**src/rtl/dcache_victim_buffer_pkg.sv**
```systemverilog
// Shared definitions for the data-cache victim buffer.
// Holds the victim buffer FSM state type and the default entry count.
package cache_defs;

    localparam int VC_ENTRIES_DEFAULT = 4;

    typedef enum logic [2:0] {
        VC_IDLE       = 3'd0,
        VC_WB         = 3'd1,
        VC_FLUSH_SCAN = 3'd2,
        VC_FLUSH_WB   = 3'd3,
        VC_FLUSH_DONE = 3'd4
    } type_victim_states_e;

endpackage

```
**src/rtl/dcache_victim_cam.sv**
```systemverilog
// Combinational address CAM for the victim buffer.
// Ports:
//   valid        per-entry valid bits
//   addr         per-entry line addresses
//   key          address to search for
//   match        key found in a valid entry
//   match_onehot one-hot vector of matching entries
//   match_idx    index of the (lowest) matching entry
//   free_any     at least one entry is invalid
//   free_idx     lowest-index invalid entry
module dcache_victim_cam
    import cache_defs::*;
#(
    parameter int ENTRIES   = VC_ENTRIES_DEFAULT,
    parameter int ADDR_BITS = 26,
    localparam int IDX_W    = $clog2(ENTRIES)
) (
    input  logic [ENTRIES-1:0]                valid,
    input  logic [ENTRIES-1:0][ADDR_BITS-1:0] addr,
    input  logic [ADDR_BITS-1:0]              key,
    output logic                              match,
    output logic [ENTRIES-1:0]                match_onehot,
    output logic [IDX_W-1:0]                  match_idx,
    output logic                              free_any,
    output logic [IDX_W-1:0]                  free_idx
);

    genvar gi;
    generate
        for (gi = 0; gi < ENTRIES; gi++) begin : g_cmp
            assign match_onehot[gi] = valid[gi] && (addr[gi] == key);
        end
    endgenerate

    // Scanning downward lets the lowest index win both encoders.
    always_comb begin
        match     = |match_onehot;
        free_any  = ~&valid;
        match_idx = '0;
        free_idx  = '0;
        for (int i = ENTRIES - 1; i >= 0; i--) begin
            if (match_onehot[i]) match_idx = IDX_W'(i);
            if (!valid[i])       free_idx  = IDX_W'(i);
        end
    end

endmodule

```
**src/rtl/dcache_victim_buffer.sv**
```systemverilog
// Fully-associative victim buffer beside the write-back dcache.
// Ports:
//   clk, rst                      clock, synchronous active-high reset
//   ins_req_i/addr/data/dirty     insert of an evicted line
//   lookup_req_i/lookup_addr_i    lookup, answered one cycle later
//   take_i                        consume the entry of the last hit
//   victim_hit_o/hit_data_o/hit_dirty_o  registered lookup result
//   busy_o                        inserts are refused
//   wb_req_o/wb_addr_o/wb_data_o/wb_ack_i  write-back to data memory
//   flush_i/flush_done_o          flush walk request and completion pulse
//   count_o                       number of valid entries
module dcache_victim_buffer
    import cache_defs::*;
#(
    parameter int VC_ENTRIES     = VC_ENTRIES_DEFAULT,
    parameter int LINE_ADDR_BITS = 26,
    parameter int LINE_BITS      = 128,
    localparam int IDX_W         = $clog2(VC_ENTRIES),
    localparam int CNT_W         = $clog2(VC_ENTRIES) + 1
) (
    input  logic                      clk,
    input  logic                      rst,
    input  logic                      ins_req_i,
    input  logic [LINE_ADDR_BITS-1:0] ins_addr_i,
    input  logic [LINE_BITS-1:0]      ins_data_i,
    input  logic                      ins_dirty_i,
    input  logic                      lookup_req_i,
    input  logic [LINE_ADDR_BITS-1:0] lookup_addr_i,
    input  logic                      take_i,
    output logic                      victim_hit_o,
    output logic [LINE_BITS-1:0]      hit_data_o,
    output logic                      hit_dirty_o,
    output logic                      busy_o,
    output logic                      wb_req_o,
    output logic [LINE_ADDR_BITS-1:0] wb_addr_o,
    output logic [LINE_BITS-1:0]      wb_data_o,
    input  logic                      wb_ack_i,
    input  logic                      flush_i,
    output logic                      flush_done_o,
    output logic [CNT_W-1:0]          count_o
);

    logic [VC_ENTRIES-1:0]                     valid_reg;
    logic [VC_ENTRIES-1:0]                     dirty_reg;
    logic [VC_ENTRIES-1:0][LINE_ADDR_BITS-1:0] addr_reg;
    logic [LINE_BITS-1:0]                      data_reg [VC_ENTRIES];

    type_victim_states_e       state_reg;
    logic [IDX_W-1:0]          rep_ptr_reg;
    logic [IDX_W-1:0]          scan_idx_reg;
    logic                      flush_pend_reg;
    logic                      hit_reg;
    logic [IDX_W-1:0]          hit_idx_reg;
    logic [LINE_BITS-1:0]      hit_data_reg;
    logic                      hit_dirty_reg;
    logic [LINE_ADDR_BITS-1:0] wb_addr_reg;
    logic [LINE_BITS-1:0]      wb_data_reg;

    logic                  ins_match, ins_free_any;
    logic [IDX_W-1:0]      ins_match_idx, ins_free_idx;
    logic [VC_ENTRIES-1:0] ins_onehot_unused;
    logic                  lk_match;
    logic [IDX_W-1:0]      lk_match_idx;
    logic [VC_ENTRIES-1:0] lk_onehot_unused;
    logic                  lk_free_any_unused;
    logic [IDX_W-1:0]      lk_free_idx_unused;

    dcache_victim_cam #(.ENTRIES(VC_ENTRIES), .ADDR_BITS(LINE_ADDR_BITS)) u_ins_cam (
        .valid(valid_reg), .addr(addr_reg), .key(ins_addr_i),
        .match(ins_match), .match_onehot(ins_onehot_unused), .match_idx(ins_match_idx),
        .free_any(ins_free_any), .free_idx(ins_free_idx)
    );

    dcache_victim_cam #(.ENTRIES(VC_ENTRIES), .ADDR_BITS(LINE_ADDR_BITS)) u_lk_cam (
        .valid(valid_reg), .addr(addr_reg), .key(lookup_addr_i),
        .match(lk_match), .match_onehot(lk_onehot_unused), .match_idx(lk_match_idx),
        .free_any(lk_free_any_unused), .free_idx(lk_free_idx_unused)
    );

    logic             ins_fire, take_fire, ins_replace, ins_displace;
    logic [IDX_W-1:0] ins_idx;
    logic             ins_dirty_new;
    logic             lk_block, lk_bypass, lk_clobbered, lk_taken, hit_next;
    logic             scan_last;
    logic [CNT_W-1:0] count_next;

    always_comb begin
        ins_fire      = ins_req_i && (state_reg == VC_IDLE);
        take_fire     = take_i && hit_reg;
        ins_replace   = ins_fire && !ins_match && !ins_free_any;
        ins_idx       = ins_match ? ins_match_idx : (ins_free_any ? ins_free_idx : rep_ptr_reg);
        ins_displace  = ins_replace && valid_reg[rep_ptr_reg] && dirty_reg[rep_ptr_reg];
        ins_dirty_new = ins_dirty_i || (ins_match && dirty_reg[ins_match_idx]);
        scan_last     = (scan_idx_reg == IDX_W'(VC_ENTRIES - 1));

        // Lookups see the state as it will be after this cycle's take and insert:
        // the inserted line is forwarded, and a taken or overwritten entry misses.
        lk_block     = (state_reg == VC_FLUSH_SCAN) || (state_reg == VC_FLUSH_WB) ||
                       (state_reg == VC_FLUSH_DONE) || ((state_reg == VC_IDLE) && flush_i);
        lk_bypass    = ins_fire && (lookup_addr_i == ins_addr_i);
        lk_clobbered = ins_fire && (ins_idx == lk_match_idx);
        lk_taken     = take_fire && (hit_idx_reg == lk_match_idx);
        hit_next     = lookup_req_i && !lk_block &&
                       (lk_bypass || (lk_match && !lk_clobbered && !lk_taken));

        count_next = '0;
        for (int i = 0; i < VC_ENTRIES; i++) begin
            count_next = count_next + CNT_W'(valid_reg[i]);
        end
    end

    // Line data behaves like RAM storage: no reset, write on insert only.
    always_ff @(posedge clk) begin
        if (ins_fire) data_reg[ins_idx] <= ins_data_i;
    end

    always_ff @(posedge clk) begin
        if (rst) begin
            valid_reg      <= '0;
            dirty_reg      <= '0;
            addr_reg       <= '0;
            state_reg      <= VC_IDLE;
            rep_ptr_reg    <= '0;
            scan_idx_reg   <= '0;
            flush_pend_reg <= 1'b0;
            hit_reg        <= 1'b0;
            hit_idx_reg    <= '0;
            hit_data_reg   <= '0;
            hit_dirty_reg  <= 1'b0;
            wb_addr_reg    <= '0;
            wb_data_reg    <= '0;
        end else begin
            hit_reg <= hit_next;
            if (hit_next) begin
                hit_idx_reg   <= lk_bypass ? ins_idx : lk_match_idx;
                hit_data_reg  <= lk_bypass ? ins_data_i : data_reg[lk_match_idx];
                hit_dirty_reg <= lk_bypass ? ins_dirty_new : dirty_reg[lk_match_idx];
            end else begin
                hit_data_reg  <= '0;
                hit_dirty_reg <= 1'b0;
            end

            // Take clears first; a same-cycle insert to that slot wins.
            if (take_fire) valid_reg[hit_idx_reg] <= 1'b0;
            if (ins_fire) begin
                valid_reg[ins_idx] <= 1'b1;
                dirty_reg[ins_idx] <= ins_dirty_new;
                addr_reg[ins_idx]  <= ins_addr_i;
            end
            if (ins_replace) rep_ptr_reg <= rep_ptr_reg + IDX_W'(1);

            case (state_reg)
                VC_IDLE: begin
                    if (ins_displace) begin
                        wb_addr_reg    <= addr_reg[rep_ptr_reg];
                        wb_data_reg    <= data_reg[rep_ptr_reg];
                        flush_pend_reg <= flush_i;
                        state_reg      <= VC_WB;
                    end else if (flush_i) begin
                        scan_idx_reg <= '0;
                        state_reg    <= VC_FLUSH_SCAN;
                    end
                end
                VC_WB: begin
                    if (flush_i) flush_pend_reg <= 1'b1;
                    if (wb_ack_i) begin
                        if (flush_pend_reg || flush_i) begin
                            flush_pend_reg <= 1'b0;
                            scan_idx_reg   <= '0;
                            state_reg      <= VC_FLUSH_SCAN;
                        end else begin
                            state_reg <= VC_IDLE;
                        end
                    end
                end
                VC_FLUSH_SCAN: begin
                    valid_reg[scan_idx_reg] <= 1'b0;
                    if (valid_reg[scan_idx_reg] && dirty_reg[scan_idx_reg]) begin
                        wb_addr_reg <= addr_reg[scan_idx_reg];
                        wb_data_reg <= data_reg[scan_idx_reg];
                        state_reg   <= VC_FLUSH_WB;
                    end else if (scan_last) begin
                        state_reg <= VC_FLUSH_DONE;
                    end else begin
                        scan_idx_reg <= scan_idx_reg + IDX_W'(1);
                    end
                end
                VC_FLUSH_WB: begin
                    if (wb_ack_i) begin
                        if (scan_last) begin
                            state_reg <= VC_FLUSH_DONE;
                        end else begin
                            scan_idx_reg <= scan_idx_reg + IDX_W'(1);
                            state_reg    <= VC_FLUSH_SCAN;
                        end
                    end
                end
                VC_FLUSH_DONE: begin
                    rep_ptr_reg <= '0;
                    state_reg   <= VC_IDLE;
                end
                default: state_reg <= VC_IDLE;
            endcase
        end
    end

    assign victim_hit_o = hit_reg;
    assign hit_data_o   = hit_data_reg;
    assign hit_dirty_o  = hit_dirty_reg;
    assign busy_o       = (state_reg != VC_IDLE);
    assign wb_req_o     = (state_reg == VC_WB) || (state_reg == VC_FLUSH_WB);
    assign wb_addr_o    = wb_addr_reg;
    assign wb_data_o    = wb_data_reg;
    assign flush_done_o = (state_reg == VC_FLUSH_DONE);
    assign count_o      = count_next;

endmodule

```
**config.mk**
```make
export PLATFORM = sky130hd
export DESIGN_NAME = dcache_victim_buffer
export DESIGN_NICKNAME = d
export VERILOG_FILES = /design/src/rtl/dcache_victim_buffer_pkg.sv /design/src/rtl/dcache_victim_cam.sv /design/src/rtl/dcache_victim_buffer.sv
export SDC_FILE = /design/constraint.sdc
export NUM_CORES = 2
export LEC_CHECK = 0
export BUFFER_PORTS_ARGS = -buffer_cell sky130_fd_sc_hd__buf_2
export CAP_MARGIN = 20
export CORE_MARGIN = 2
export CORE_UTILIZATION = 50
export CTS_CLUSTER_SIZE = 16
export DETAILED_ROUTE_END_ITERATION = 8
export PLACE_DENSITY = 0.68
export SLEW_MARGIN = 20
export SYNTH_ARGS = -nofsm -noshare
export SYNTH_HDL_FRONTEND = slang
export SYNTH_SLANG_ARGS = --single-unit
```
**constraint.sdc**
```tcl
create_clock -name clk -period 9.95 [get_ports clk]
set_input_delay 0.4975 -clock clk [delete_from_list [all_inputs] [get_ports clk]]
set_output_delay 0.4975 -clock clk [all_outputs]
set_load 0.02 [all_outputs]
```
==> results.txt <==
The run finished with clean final reports. The placer's final routability congestion estimate came out at around 1.1. The first-pass iteration count of the detailed router is 6.

The net count of the mapped netlist is about 3700. The flip-flop and latch count after synthesis came out at slightly above 900. The number of fillers in the final layout is ~7600. For this run, the number of Yosys warnings is 0. Across all hold checks on the routed design, the worst slack comes to between 0.03 and 0.04 ns. The number of flip-flops in the largest register is a little over 500. The detailed placer's ending HPWL came out at 81800 um.

The clock tree root buffer cell is clkbuf_16. The floorplan has around 110 rows. The quantity of I/O buffers inserted on ports came out at around 480. The final-report setup violation count is 0. The global-route track usage on met2 came out at ~45%. The measured slew at the worst slew-check pin came out at 1.10 ns. The largest family of logic cells by synthesized area is multiplexers. The worst-case vdd ir drop is roughly 0.14 mV.

In this design, the largest share of critical-path delay is due to buffers and inverters. In the routed design, unresolved DRC markers number 0. The overall overflow remaining after global route is 0. The sequential cell area came out at between 0.02 and 0.025 mm2. The fraction of the mapped netlist area in adder cells is 0.123%.

The floorplan core area came out at just over 0.09 mm2. Clock latency on the worst-skew pair, taken at its later pin, is roughly 0.7 ns. The global-route total usage across every layer is between 20% and 30%. The post-route clock skew came out at between 0.02 and 0.03 ns.

Relative to the synthesized area, the layout overhead comes to 13.2%. The clock period could shrink to roughly 5.7 ns. The number of global-route vias before repair is just over 30000. The tightest min-delay check is of the in -> reg type. The height of the chip came out at between 300 and 400 um. The start-to-end type of the worst setup path is reg -> reg. The met3 track demand over resource in global routing is under 10%. Setup repair after global routing left no endpoint under its margin. The final critical-path share of the clock period is a little under three fifths. The wire length per cell is 25.6 um.

The share of the Yosys chip area taken by registers is between 50 and 60%. During I/O placement, the number of pins put on the boundary was 478. Among all stages on the critical path, the largest delay is contributed by buf_4. The floorplan die area came out at 0.0964 mm2.

Among the stages of the critical path, the cell type that occurs most often is buf_4. After Yosys synthesis, XOR and XNOR cells account for roughly 4.5% of the synthesized area. The number of gates resized after CTS was 0. Of the cells placed in the final design, the portion with a size suffix greater than 1 is between 20% and 30%. The post-route cell area is 0.0531 mm2.

The largest fanout on the critical path came out at 150. After global routing, the most crowded layer is met2. The worst setup path is launched from a flip-flop.

Counting flops with a built-in enable in the synthesized netlist gives around 510. The data required time at the worst endpoint came out at around 11 ns. Of all flip-flops after synthesis, the portion carrying an async set or reset was 0%. The post-synthesis cell type count is 61. The die extent in x came out at roughly 310 um. The power per unit of standard cell area is about 170 mW/mm2.

For this configuration, the core starts out at a cell density of about 50%. Of the total synthesized cell area, the portion taken by AND, OR, NAND and NOR gates is under 10%. The fmax is 176 MHz.

The remaining antenna violation count after routing is 0. The static leakage power is 17.8 nW. Dividing the detail-routed via count by the number of cells gives 6.12. The total wirelength of the detailed-routed design came out at approximately 130000 um.

The met1 track demand over resource is between 30% and 40%. The number of buffers inserted by post-CTS setup repair is 0. The worst setup slack after layout is around 4.3 ns. The layout net count came out at just over 4000.

Clock tree synthesis found a total of approximately 920 sinks. The number of buffers inserted during clock tree synthesis is between 90 and 100. Setup total negative slack on the finished layout was measured at 0 ns. The total via count in the routed design is approximately 32000. The data arrival time of the critical path is 6.27 ns. The worst max-slew margin expressed relative to the limit came out at around a quarter. The fraction of synthesized area in multiplexers came out at between 20% and 30%.

The placed instances occupy a cell area of ~0.05 mm2. Leaving out fill and tap cells, the most frequent cells in the layout are edfxtp_1, buf_2, dfxtp_1. The TritonCTS clock tree is yes. In the synthesized netlist the dominant register cell turns out to be edfxtp_1.

The count of final hold-check violations is 0. The maximum level of the CTS H-tree is 3. The average cell area after synthesis is ~13 um2. Walking the worst path, the cells encountered are xnor2_1 -> nand2_1 -> or4b_1 -> or4_4 -> a21oi_4 -> buf_12 -> buf_4 -> buf_4 -> mux2i_1 -> a211o_1 -> a211oi_2. After the first detailed-routing iteration, the DRC count stood at roughly 2900. The count of buffering cells on the critical path with inverters included is 3.

The worst-case clock buffer depth came out at 3. After clock tree synthesis, the clock-pin slew on the worst setup and hold paths is around 0.060 ns. The number of max-cap violations came out at 0.

The number of standard cells after synthesis came out at 3546. Summing every instance area after synthesis gives 0.0469 mm2. The worst setup slack after placement is ~4.3 ns. The wire length of the first global-routing pass is 197000 um. The synthesized netlist devotes 11.0% of its cell area to compound gates. The pin count of the biggest net entering global routing came out at 151. The most common cell after layout, fill and taps aside is edfxtp_1.

The number of antenna violations at the first check in global routing is 25. The multi-input combinational cell area came out at 0.0217 mm2. For this run, the slowest stage of the critical path takes 0.96 ns. STA classifies the critical path endpoint as a flip-flop. The max-slew violation count came out at 0.
[timing repair]
item,in CTS,in global routing
setup endpoints to repair,0,0
hold endpoints to repair,26,0
hold buffers,8,0
[per-stage QoR]
step	utilization [%]	power, W	std cells
5_1_grt	57.0	0.00935	5180
2_1_floorplan	-	0.00515	3546
3_3_place_gp	53.4	0.00545	4977
3_5_place_dp	53.4	0.00546	4977
6_report	57.0	0.00904	5186
4_1_cts	57.0	0.00911	5171
[worst reg2reg max path, cell delays in order (launching register included)]
cell and delay, ns:
dfxtp_1 0.36, xnor2_1 0.36, nand2_1 0.09, or4b_1 0.54, or4_4 0.59, a21oi_4 0.16, buf_12 0.50, buf_4 1.19
buf_4 1.03, mux2i_1 0.23, a211o_1 0.34, a211oi_2 0.19
[cell type report]
class,count,share of cell area (%)
Antenna cell,15,0.0706
Multi-Input combinational cell,2254,40.8
Inverter,19,0.144
Timing Repair Buffer,536,5.46
Clock inverter,48,0.878
Clock buffer,138,5.26
Sequential cell,922,44.4
Tap cell,1254,2.95
[Yosys cell counts, drive strengths merged (5+ instances only)]
master  count  area share (%)
or4        10            0.17
a211o     128             2.4
edfxtp    512              33
nand3       9           0.096
inv        19            0.15
a21oi      12            0.16
nor4       24            0.33
and2        5           0.067
xnor2     168             3.1
and3        7           0.093
nor2b     128             1.7
dfxtp     410              17
a211oi    416             7.9
a31oi       5           0.080
mux2i     397             8.5
nor3       21            0.22
clkbuf    246             2.0
nor2      284             2.3
mux4      308              15
nand4      61            0.81
nand2     147             1.2
xor2       71             1.3
nand2b      6           0.080
o21ai      11            0.12
buf       105             1.5
[worst paths after layout]
kind                         startpoint                         end  cells after the start  slack [ns]
min                     ins_data_i[124]  data_reg[3][124]$_DFFE_PP_                      1        0.04
min reg2reg  wb_data_o[42]$_SDFFE_PP0P_  wb_data_o[42]$_SDFFE_PP0P_                      2        0.49
max reg2reg   addr_reg[33]$_SDFFE_PP0P_  hit_data_o[102]$_SDFF_PP0_                     11        4.27
max           addr_reg[33]$_SDFFE_PP0P_  hit_data_o[102]$_SDFF_PP0_                     11        4.27
[per-layer routing]
| metal | vias to the layer above | part of all wire, % | wire length [um] |
|---|---|---|---|
| met1 | 16100 | 41 | 54700 |
| met2 | 1115 | 49 | 64700 |
| met3 | 230 | 7.1 | 9390 |
| li1 | 14300 | - | - |
| met5 | - | 0.13 | 171 |
| met4 | 26 | 2.8 | 3690 |
[logic make-up (layout without fill, tap and decap cells)]
| kind of cell | Yosys count | in the layout |
|---|---|---|
| AO/OA/AOI/OAI | 590 | 590 |
| buffers and inverters | 370 | 741 |
| XOR/XNOR | 239 | 239 |
| flip-flops | 922 | 922 |
| adder cells (fa/ha/maj) | 4 | 4 |
| AND/OR/NAND/NOR | 715 | 715 |
| multiplexers | 706 | 706 |
| other | 0 | 15 |
[where the power goes]
group / switching (W) / total, W / internal [W]
Combinational: 0.000595 / 0.00109 / 0.000498
Sequential: 0.000114 / 0.00430 / 0.00418
Clock: 0.00155 / 0.00365 / 0.00210
No activity file was read; power rests on OpenSTA's default activity.
